**src/rtl/plab5_mcore_mem_net_rr_pkg.sv**
```systemverilog
// Shared types and message-width helpers for the round-robin multi-port memory net.
// Widths follow the vc mem message layout: {type(3), opaque, addr, len, data} for requests.
package plab5_mcore_mem_net_rr_pkg;

  localparam int TagSrcNbits = 8;

  typedef logic [TagSrcNbits-1:0] tagSrc_t;

  typedef struct packed {
    tagSrc_t src;
    logic    dom;
  } tag_t;

  function automatic int memReqMsgNbits(input int o, input int a, input int d);
    return 3 + o + a + $clog2(d / 8) + d;
  endfunction

  function automatic int memRespMsgNbits(input int o, input int d);
    return 3 + o + $clog2(d / 8) + d;
  endfunction

endpackage

```
**src/rtl/plab5_mcore_mem_net_tag_fifo.sv**
```systemverilog
// Synchronous FIFO holding {source port, domain} for each request in flight.
// Pushes while full and pops while empty are ignored.
module plab5_mcore_mem_net_tag_fifo #(
  parameter int Width = 9,
  parameter int Depth = 4
) (
  input  logic             clk,
  input  logic             reset,
  input  logic             push_i,
  input  logic [Width-1:0] pushData_i,
  input  logic             pop_i,
  output logic [Width-1:0] popData_o,
  output logic             full_o,
  output logic             empty_o
);

  localparam int PtrNbits = $clog2(Depth);

  logic [Width-1:0]    mem_q [Depth];
  logic [PtrNbits-1:0] wrPtr_q, wrPtr_d;
  logic [PtrNbits-1:0] rdPtr_q, rdPtr_d;
  logic [PtrNbits:0]   count_q, count_d;
  logic                pushEn, popEn;

  assign full_o    = (count_q == (PtrNbits + 1)'(Depth));
  assign empty_o   = (count_q == '0);
  assign pushEn    = push_i && !full_o;
  assign popEn     = pop_i && !empty_o;
  assign popData_o = mem_q[rdPtr_q];

  // Depth is a power of two, so pointers wrap naturally.
  always_comb begin
    wrPtr_d = pushEn ? wrPtr_q + 1'b1 : wrPtr_q;
    rdPtr_d = popEn ? rdPtr_q + 1'b1 : rdPtr_q;
    count_d = count_q;
    if (pushEn && !popEn) count_d = count_q + 1'b1;
    if (!pushEn && popEn) count_d = count_q - 1'b1;
  end

  always_ff @(posedge clk) begin
    if (reset) begin
      wrPtr_q <= '0;
      rdPtr_q <= '0;
      count_q <= '0;
    end else begin
      wrPtr_q <= wrPtr_d;
      rdPtr_q <= rdPtr_d;
      count_q <= count_d;
    end
  end

  always_ff @(posedge clk) begin
    if (pushEn) mem_q[wrPtr_q] <= pushData_i;
  end

endmodule

```
**src/rtl/plab5_mcore_mem_net_rr_sep.sv**
```systemverilog
// N-port round-robin memory request net with control/data split and in-order response routing.
// Define PLAB5_MCORE_MEMNET_DOMAIN_CHECK_EN to squash and flag responses whose domain mismatches.
module plab5_mcore_mem_net_rr_sep
  import plab5_mcore_mem_net_rr_pkg::*;
#(
  parameter int p_mem_opaque_nbits = 8,
  parameter int p_mem_addr_nbits   = 32,
  parameter int p_mem_data_nbits   = 32,
  parameter int p_num_ports        = 4,
  parameter int p_max_outstanding  = 4,
  localparam int D   = p_mem_data_nbits,
  localparam int P   = p_num_ports,
  localparam int Rq  = memReqMsgNbits(p_mem_opaque_nbits, p_mem_addr_nbits, p_mem_data_nbits),
  localparam int Rqc = Rq - D,
  localparam int Rs  = memRespMsgNbits(p_mem_opaque_nbits, p_mem_data_nbits),
  localparam int Rsc = Rs - D
) (
  input  logic           clk,
  input  logic           reset,
  input  logic [P*Rq-1:0] req_in_msg_i,
  input  logic [P-1:0]   req_in_domain_i,
  input  logic [P-1:0]   req_in_val_i,
  output logic [P-1:0]   req_in_rdy_o,
  output logic [Rqc-1:0] req_out_msg_control_o,
  output logic [D-1:0]   req_out_msg_data_o,
  output logic           req_out_domain_o,
  output logic           req_out_val_o,
  input  logic           req_out_rdy_i,
  input  logic [Rsc-1:0] resp_in_msg_control_i,
  input  logic [D-1:0]   resp_in_msg_data_i,
  input  logic           resp_in_domain_i,
  input  logic           resp_in_val_i,
  output logic           resp_in_rdy_o,
  output logic [P*Rs-1:0] resp_out_msg_o,
  output logic [P-1:0]   resp_out_domain_o,
  output logic [P-1:0]   resp_out_val_o,
  input  logic [P-1:0]   resp_out_rdy_i,
  output logic           domain_err_o
);

  localparam int Ns = $clog2(P);

  logic          reqOutVal_q, reqOutVal_d;
  logic [Ns-1:0] ptr_q, ptr_d;
  logic [Rq-1:0] pipeMsg_q;
  logic          pipeDom_q;

  logic          grantVal, loadOk, load;
  logic [Ns-1:0] grantIdx;
  logic          tagFull, tagEmpty, tagPop;
  tag_t          tagPush, tagHead;
  logic [Ns-1:0] headSrc;
  logic [D-1:0]  respDataOut;
  logic          respDomOut;

  // Scan ports starting at the pointer; the first valid one wins.
  always_comb begin
    logic [Ns-1:0] candIdx;
    grantVal = 1'b0;
    grantIdx = '0;
    candIdx  = '0;
    for (int k = 0; k < P; k++) begin
      candIdx = Ns'((int'(ptr_q) + k) % P);
      if (!grantVal && req_in_val_i[candIdx]) begin
        grantVal = 1'b1;
        grantIdx = candIdx;
      end
    end
  end

  // A full tag FIFO blocks loading even if a response pops this cycle.
  assign loadOk = (!reqOutVal_q || req_out_rdy_i) && !tagFull;
  assign load   = loadOk && grantVal;

  always_comb begin
    req_in_rdy_o = '0;
    if (load) req_in_rdy_o[grantIdx] = 1'b1;
  end

  always_comb begin
    reqOutVal_d = reqOutVal_q;
    ptr_d       = ptr_q;
    if (load) begin
      reqOutVal_d = 1'b1;
      ptr_d       = (grantIdx == Ns'(P - 1)) ? '0 : grantIdx + 1'b1;
    end else if (req_out_rdy_i) begin
      reqOutVal_d = 1'b0;
    end
  end

  always_ff @(posedge clk) begin
    if (reset) begin
      reqOutVal_q <= 1'b0;
      ptr_q       <= '0;
    end else begin
      reqOutVal_q <= reqOutVal_d;
      ptr_q       <= ptr_d;
    end
  end

  always_ff @(posedge clk) begin
    if (load) begin
      pipeMsg_q <= req_in_msg_i[grantIdx*Rq +: Rq];
      pipeDom_q <= req_in_domain_i[grantIdx];
    end
  end

  assign req_out_val_o         = reqOutVal_q;
  assign req_out_msg_control_o = pipeMsg_q[Rq-1:D];
  assign req_out_msg_data_o    = pipeMsg_q[D-1:0];
  assign req_out_domain_o      = pipeDom_q;

  assign tagPush = '{src: tagSrc_t'(grantIdx), dom: req_in_domain_i[grantIdx]};

  plab5_mcore_mem_net_tag_fifo #(
    .Width ($bits(tag_t)),
    .Depth (p_max_outstanding)
  ) tagFifo (
    .clk        (clk),
    .reset      (reset),
    .push_i     (load),
    .pushData_i (tagPush),
    .pop_i      (tagPop),
    .popData_o  (tagHead),
    .full_o     (tagFull),
    .empty_o    (tagEmpty)
  );

  assign headSrc       = tagHead.src[Ns-1:0];
  assign resp_in_rdy_o = !tagEmpty && resp_out_rdy_i[headSrc];
  assign tagPop        = resp_in_val_i && resp_in_rdy_o;

  always_comb begin
    resp_out_val_o = '0;
    if (resp_in_val_i && !tagEmpty) resp_out_val_o[headSrc] = 1'b1;
  end

`ifdef PLAB5_MCORE_MEMNET_DOMAIN_CHECK_EN
  logic domainErr_q;
  logic domMismatch;
  logic [TagSrcNbits-Ns-1:0] unusedTagBits;

  assign unusedTagBits = tagHead.src[TagSrcNbits-1:Ns];
  assign domMismatch   = (resp_in_domain_i != tagHead.dom);
  assign respDataOut   = domMismatch ? '0 : resp_in_msg_data_i;
  assign respDomOut    = tagHead.dom;

  always_ff @(posedge clk) begin
    if (reset) domainErr_q <= 1'b0;
    else if (tagPop && domMismatch) domainErr_q <= 1'b1;
  end

  assign domain_err_o = domainErr_q;
`else
  logic [TagSrcNbits-Ns:0] unusedTagBits;

  assign unusedTagBits = {tagHead.src[TagSrcNbits-1:Ns], tagHead.dom};
  assign respDataOut   = resp_in_msg_data_i;
  assign respDomOut    = resp_in_domain_i;
  assign domain_err_o  = 1'b0;
`endif

  // Every port sees the same payload; only the owning port's valid is raised.
  assign resp_out_msg_o    = {P{resp_in_msg_control_i, respDataOut}};
  assign resp_out_domain_o = {P{respDomOut}};

endmodule

```
**config.mk**
```make
export PLATFORM = sky130hd
export DESIGN_NAME = plab5_mcore_mem_net_rr_sep
export DESIGN_NICKNAME = d
export VERILOG_FILES = /design/src/rtl/plab5_mcore_mem_net_rr_pkg.sv /design/src/rtl/plab5_mcore_mem_net_tag_fifo.sv /design/src/rtl/plab5_mcore_mem_net_rr_sep.sv
export SDC_FILE = /design/constraint.sdc
export NUM_CORES = 1
export LEC_CHECK = 0
export CORE_AREA = 2 2 252 254
export DETAILED_ROUTE_END_ITERATION = 6
export DIE_AREA = 0 0 254 256
export PLACE_DENSITY_LB_ADDON = 0.2
export SLEW_MARGIN = 20
export SYNTH_ARGS = -nofsm -noshare
export SYNTH_HDL_FRONTEND = slang
export SYNTH_SLANG_ARGS = --single-unit
```
**constraint.sdc**
```tcl
create_clock -name clk -period 5.7 [get_ports clk]
set_clock_uncertainty 0.05 [all_clocks]
set_input_delay 1.14 -clock clk [delete_from_list [all_inputs] [get_ports clk]]
set_output_delay 1.14 -clock clk [all_outputs]
set_load 0.01 [all_outputs]
```
# Word-level counts from Yosys, hierarchy flattened
# Memories as Yosys holds them, arrays and structs flattened. A register that Yosys moved wholly into a read port is not among the register bits.
# Index checks and enable logic that the tools add are counted.
# totals
ff_bits	88
mem_bits_rw	12
memories	1
# mem_list
memory	depth	word_bits	read_ports	rd_clocked_by_memory_dff	write_ports	line_no	text
tagFifo.mem_q	4	3	1	1	1	plab5_mcore_mem_net_tag_fifo.sv:19	logic [Width-1:0] mem_q [Depth];
# op_classes
add_sub_neg	8
multipliers	1
n_lt_le_gt_ge	8
n_eq_ne	2
n_shift	1
muxes	35
reduce_logical	26
# ops
operator	n
indexed part select 308 x 10 -> 77 bit	1
less-than comparator 2 x 3 -> 1 bit, second input constant	6
2-to-1 mux 1 bit	16
logical AND 1 bit	14
2-to-1 mux 2 bit	7
binary-select mux 1 bit (select 2 bit)	6
multiplier 2 x 7 -> 9 bit, second input constant	1
adder 2 x 1 -> 2 bit, second input constant	4
zero test 1 bit	8
2-to-1 mux 4 bit	2
2-to-1 mux 3 bit	2
adder 2 bit, second input constant	2
demux 1 bit (select 2 bit)	2
>= comparator 2 x 1 -> 1 bit, second input constant	2
nonzero test 2 bit	2
adder 3 x 1 -> 3 bit, second input constant	1
== test 3 bit, second input constant	1
zero test 3 bit	1
subtractor 3 x 1 -> 3 bit, second input constant	1
== test 2 bit, second input constant	1
logical OR 1 bit	1

# Logic depth before layout (Yosys ltp)
# logic_depth
word_depth	17
ltp_mapped	10

# By module
# From an unflattened synthesis, not the netlist that was laid out.
# hier_totals
cells_unflattened	667
area_unflattened_um2	8395.6
# by_module_without_submodules
module	n_inst	cells_each	area_each_um2	seq_area_each_um2
plab5_mcore_mem_net_rr_sep	1	566	6617.6	2402.3
plab5_mcore_mem_net_tag_fifo	1	101	1778.0	1261.2

# Least setup slack after synthesis
# OpenSTA, ideal clock, no wires.
# synth_timing
path_type	input port to output port
start	input port req_out_rdy_i
end	output port req_in_rdy_o[0]
arrival_time_ns	4.404
required_ns	4.510
slack_ns	0.106
cell_stages	5
path_cell_list	nand2b_1 > nand2_1 > a31oi_1 > clkbuf_1 > and2_1
# synth_between
elab_chain_len	4
# synth_rtl
item	line_no	text
from (decl)	plab5_mcore_mem_net_rr_sep.sv:28	input logic req_out_rdy_i,
logical OR 1 bit	plab5_mcore_mem_net_rr_sep.sv:72	assign loadOk = (!reqOutVal_q || req_out_rdy_i) && !tagFull;
logical AND 1 bit	plab5_mcore_mem_net_rr_sep.sv:72	
logical AND 1 bit	plab5_mcore_mem_net_rr_sep.sv:73	assign load = loadOk && grantVal;
net load	plab5_mcore_mem_net_rr_sep.sv:48	logic grantVal, loadOk, load;
2-to-1 mux 4 bit	plab5_mcore_mem_net_rr_sep.sv:77	if (load) req_in_rdy_o[grantIdx] = 1'b1;
to (decl)	plab5_mcore_mem_net_rr_sep.sv:23	output logic [P-1:0] req_in_rdy_o,
# The timed path passes the listed nets, and every way through them passes these cells.

# Final worst setup path
# layout_timing
start	input port req_in_val_i[3]
end	output port req_in_rdy_o[2]
# layout_between
elab_chain_len	17
# layout_rtl
item	line_no	text
from (decl)	plab5_mcore_mem_net_rr_sep.sv:22	input logic [P-1:0] req_in_val_i,
binary-select mux 1 bit (select 2 bit)	plab5_mcore_mem_net_rr_sep.sv:64	if (!grantVal && req_in_val_i[candIdx]) begin
2-to-1 mux 1 bit (implied by the code)	plab5_mcore_mem_net_rr_sep.sv:64	
2-to-1 mux 1 bit	plab5_mcore_mem_net_rr_sep.sv:64	
zero test 1 bit	plab5_mcore_mem_net_rr_sep.sv:64	
logical AND 1 bit	plab5_mcore_mem_net_rr_sep.sv:64	
2-to-1 mux 1 bit	plab5_mcore_mem_net_rr_sep.sv:64	
zero test 1 bit	plab5_mcore_mem_net_rr_sep.sv:64	
logical AND 1 bit	plab5_mcore_mem_net_rr_sep.sv:64	
2-to-1 mux 1 bit	plab5_mcore_mem_net_rr_sep.sv:64	
zero test 1 bit	plab5_mcore_mem_net_rr_sep.sv:64	
logical AND 1 bit	plab5_mcore_mem_net_rr_sep.sv:64	
2-to-1 mux 2 bit	plab5_mcore_mem_net_rr_sep.sv:64	
less-than comparator 2 x 3 -> 1 bit (implied by the code) or >= comparator 2 x 1 -> 1 bit (tied branches)	plab5_mcore_mem_net_rr_sep.sv:77	
logical AND 1 bit (implied by the code)	plab5_mcore_mem_net_rr_sep.sv:77	
2-to-1 mux 1 bit (implied by the code)	plab5_mcore_mem_net_rr_sep.sv:77	
demux 1 bit (select 2 bit)	plab5_mcore_mem_net_rr_sep.sv:77	
2-to-1 mux 4 bit *	plab5_mcore_mem_net_rr_sep.sv:77	
# Mark *: on every way between the ends. The rest lies on a longest branch, timed or not. The select of a mux whose other input is x is not followed.

==> results.py <==
metrics = {
    "status": {
        "outcome": "complete, no violations",
    },
    "die": {
        "die_w_um": 254,
        "die_y_um": 256,
        "start_util": 0.118,
        "rows": 92,
        "fp.coreArea_sq_um": 62400,
        "num_io_pins": 643,
        "die_area_sq_um": 65000,
    },
    "cts": {
        "path_clk_slew_ns": 0.09,
        "clock_sinks": 98,
        "clock_path_buffers": 2,
        "h-tree-depth": 3,
        "cts_tree": "built",
        "cts-root-buf": "clkbuf_16",
        "post_cts_buffers": 0,
        "cts_hold_buf": 0,
        "numCtsBuffers": 9,
        "clk_latency_ns": 0.38,
        "ctsResizeCount": 0,
    },
    "yosys": {
        "synth.avg_cell_area_sq_um": 11.7,
        "ys_ff_latch": 98,
        "yosysTopAreaCellShare": 0.351,
        "async_flop_share": 0,
        "synthDistinctLibCells": 35,
        "synth_flop_cell": "edfxtp_1",
        "synth_cells": 628,
        "yosysTopAreaCell": "edfxtp_1",
        "netlist_top_cells_area": "edfxtp_1 (35%), mux2i_1 (33%), buf_4 (20%)",
        "postSynthNetCount": 1008,
        "ys_warn_count": 0,
        "ys_seq_area_frac": 0.384,
        "yosys-top-cells-count": "mux2i_1 (239), buf_4 (200), edfxtp_1 (86)",
        "syn_area_sq_um": 7350,
        "synth_edf_count": 86,
        "synth.most_common_cell": "mux2i_1",
    },
    "cells_and_area": {
        "nets": 1224,
        "drive_above_1_share": 0.0353,
        "diodes": 0,
        "multi_input_area_sq_um": 2940,
        "fillers": 6959,
        "regArea_sq_um": 2820,
        "syn_to_final_growth_pct": 54.9,
    },
    "sta": {
        "post-route-period-util": 0.817,
        "timing.final.crit_period_ns": 4.66,
        "rsz0062_at_grt": "false",
        "tns_ns": 0,
        "hold_viol": 0,
        "slew_headroom": 0.370,
        "worst_slack_ns": 1.04,
        "setup_viol": 0,
        "worst_pin_slew_ns": 0.945,
        "maxSlewViolCount": 0,
        "max_clock_freq_ghz": 0.215,
    },
    "grt": {
        "grt_max_degree": 70,
        "grt_pass1_wl_um": 41600,
        "grt_pass1_vias": 5591,
        "grt_usage": 0.0915,
        "antenna_found_initial": 1,
        "overflow": 0,
    },
    "detailed_routing": {
        "wl_um": 30800,
        "first_pass_iters": 4,
        "drt-initial-drc-count": 200,
        "ant_nets": 0,
        "vias_per_cell": 3.08,
        "wl_per_cell_um": 18.2,
        "drc": 0,
        "vias": 5218,
    },
    "power_and_ir_drop": {
        "p_leak_uw": 0.00466,
        "power_density_nw_per_um2": 378,
        "ir_drop_mv": 0.194,
    },
    "setup_path": {
        "required_ns": 4.51,
        "start_kind": "primary input",
        "arrival_ns": 3.47,
        "endpoint_kind": "output pin",
        "worst-path-max-fanout": 17,
        "critPathKind": "in -> out",
    },
    "place": {
        "dpl.hpwl_um": 24700,
        "pre_cts_ws_ns": 1.04,
        "gp_routability_congestion": 0.753,
        "portBuffers": 411,
    },
    "run": {
        "cap_violations": 0,
    },
    "min_path": {
        "hp-class": "reg -> reg",
    },
}
==> state kept, by name, summed over array words and instances, names as in the netlist, named ones only <==
name and cells:
tagFifo.wrPtr_q 2, req_out_domain_o 1, tagFifo.rdPtr_q 2, req_out_val_o 1
ptr_q 2, pipeMsg_q 77, tagFifo.mem_q 8, tagFifo.count_q 3
==> cell usage in the layout (no fill, tap or decap), types with 2 or more instances in the layout <==
| cell | n |
|---|---|
| a21oi_1 | 6 |
| buf_4 | 6 |
| xor2_1 | 2 |
| ha_1 | 9 |
| clkdlybuf4s50_1 | 411 |
| clkbuf_16 | 9 |
| nor2_1 | 13 |
| nand2b_1 | 4 |
| dfxtp_1 | 12 |
| xnor2_1 | 2 |
| nor2b_1 | 2 |
| edfxtp_1 | 86 |
| bufinv_16 | 3 |
| and2_1 | 8 |
| mux4_2 | 2 |
| mux2i_1 | 239 |
| inv_1 | 10 |
==> cell families after synthesis <==
| family | count (synthesis) | synth area share |
|---|---|---|
| other cells | 1 | 0.000510 |
| compound gates | 17 | 0.0165 |
| flops | 98 | 0.384 |
| simple gates | 34 | 0.0250 |
| buf+inv | 223 | 0.220 |
| fa+ha+maj | 10 | 0.0180 |
| xor+xnor | 4 | 0.00477 |
| mux | 241 | 0.332 |
==> where the power goes <==
| part | internal [uW] | leakage [uW] | switching (uW) |
|---|---|---|---|
| Combinational | 1170 | 0.00353 | 1020 |
| Sequential | 1200 | 0.000967 | 111 |
| Clock | 435 | 0.000170 | 364 |
| Total | 2800 | 0.00466 | 1500 |
==> routing by layer <==
metal	up-vias	wire [um]	track usage
met3	30	3200	0.0447
li1	2480	-	-
met2	350	17200	0.179
met5	-	0	0
met1	2358	9860	0.0813
met4	0	549	0.0248
==> stage by stage <==
stage           util  cells  area [sq um]  hold slack [ns]  power (uW)
3_3_place_gp   0.177   1679         11000            0.468        3610
2_1_floorplan      -    628          7350            0.434        2610
5_1_grt        0.182   1695         11400            0.529        4600
3_5_place_dp   0.177   1679         11000            0.472        3600
6_report       0.182   1695         11400            0.478        4300
4_1_cts        0.182   1695         11400            0.487        4460
==> worst max-delay path, cell delays in order <==
cell and delay (ns):
clkdlybuf4s50_1 0.58, o22ai_1 0.11, a221oi_1 0.33, and2_4 0.39
inv_1 0.11, ha_1 0.20, and2_1 0.13, clkdlybuf4s50_1 0.47
==> worst paths after layout <==
kind / startpoint / to / slack [ns] / cells after the start
setup reg to reg: ptr_q[1]$_SDFFE_PP0P_ / pipeMsg_q[11]$_DFFE_PP_ / 2.44 / 7
setup / recovery: req_in_val_i[3] / req_in_rdy_o[2] / 1.04 / 8
hold / removal: req_out_val_o$_SDFFE_PP0P_ / req_out_val_o$_SDFFE_PP0P_ / 0.48 / 2
hold reg to reg: req_out_val_o$_SDFFE_PP0P_ / req_out_val_o$_SDFFE_PP0P_ / 0.48 / 2
==> area by class of cell <==
cell class,instances,share of cell area
tap,846,0.0930
sequential,98,0.248
inverter,10,0.00330
multi-input combinational,307,0.258
timing repair buffer,418,0.367
clock inverter,7,0.0108
clock buffer,9,0.0198
Note: power is estimated with default switching activity, not from simulation.
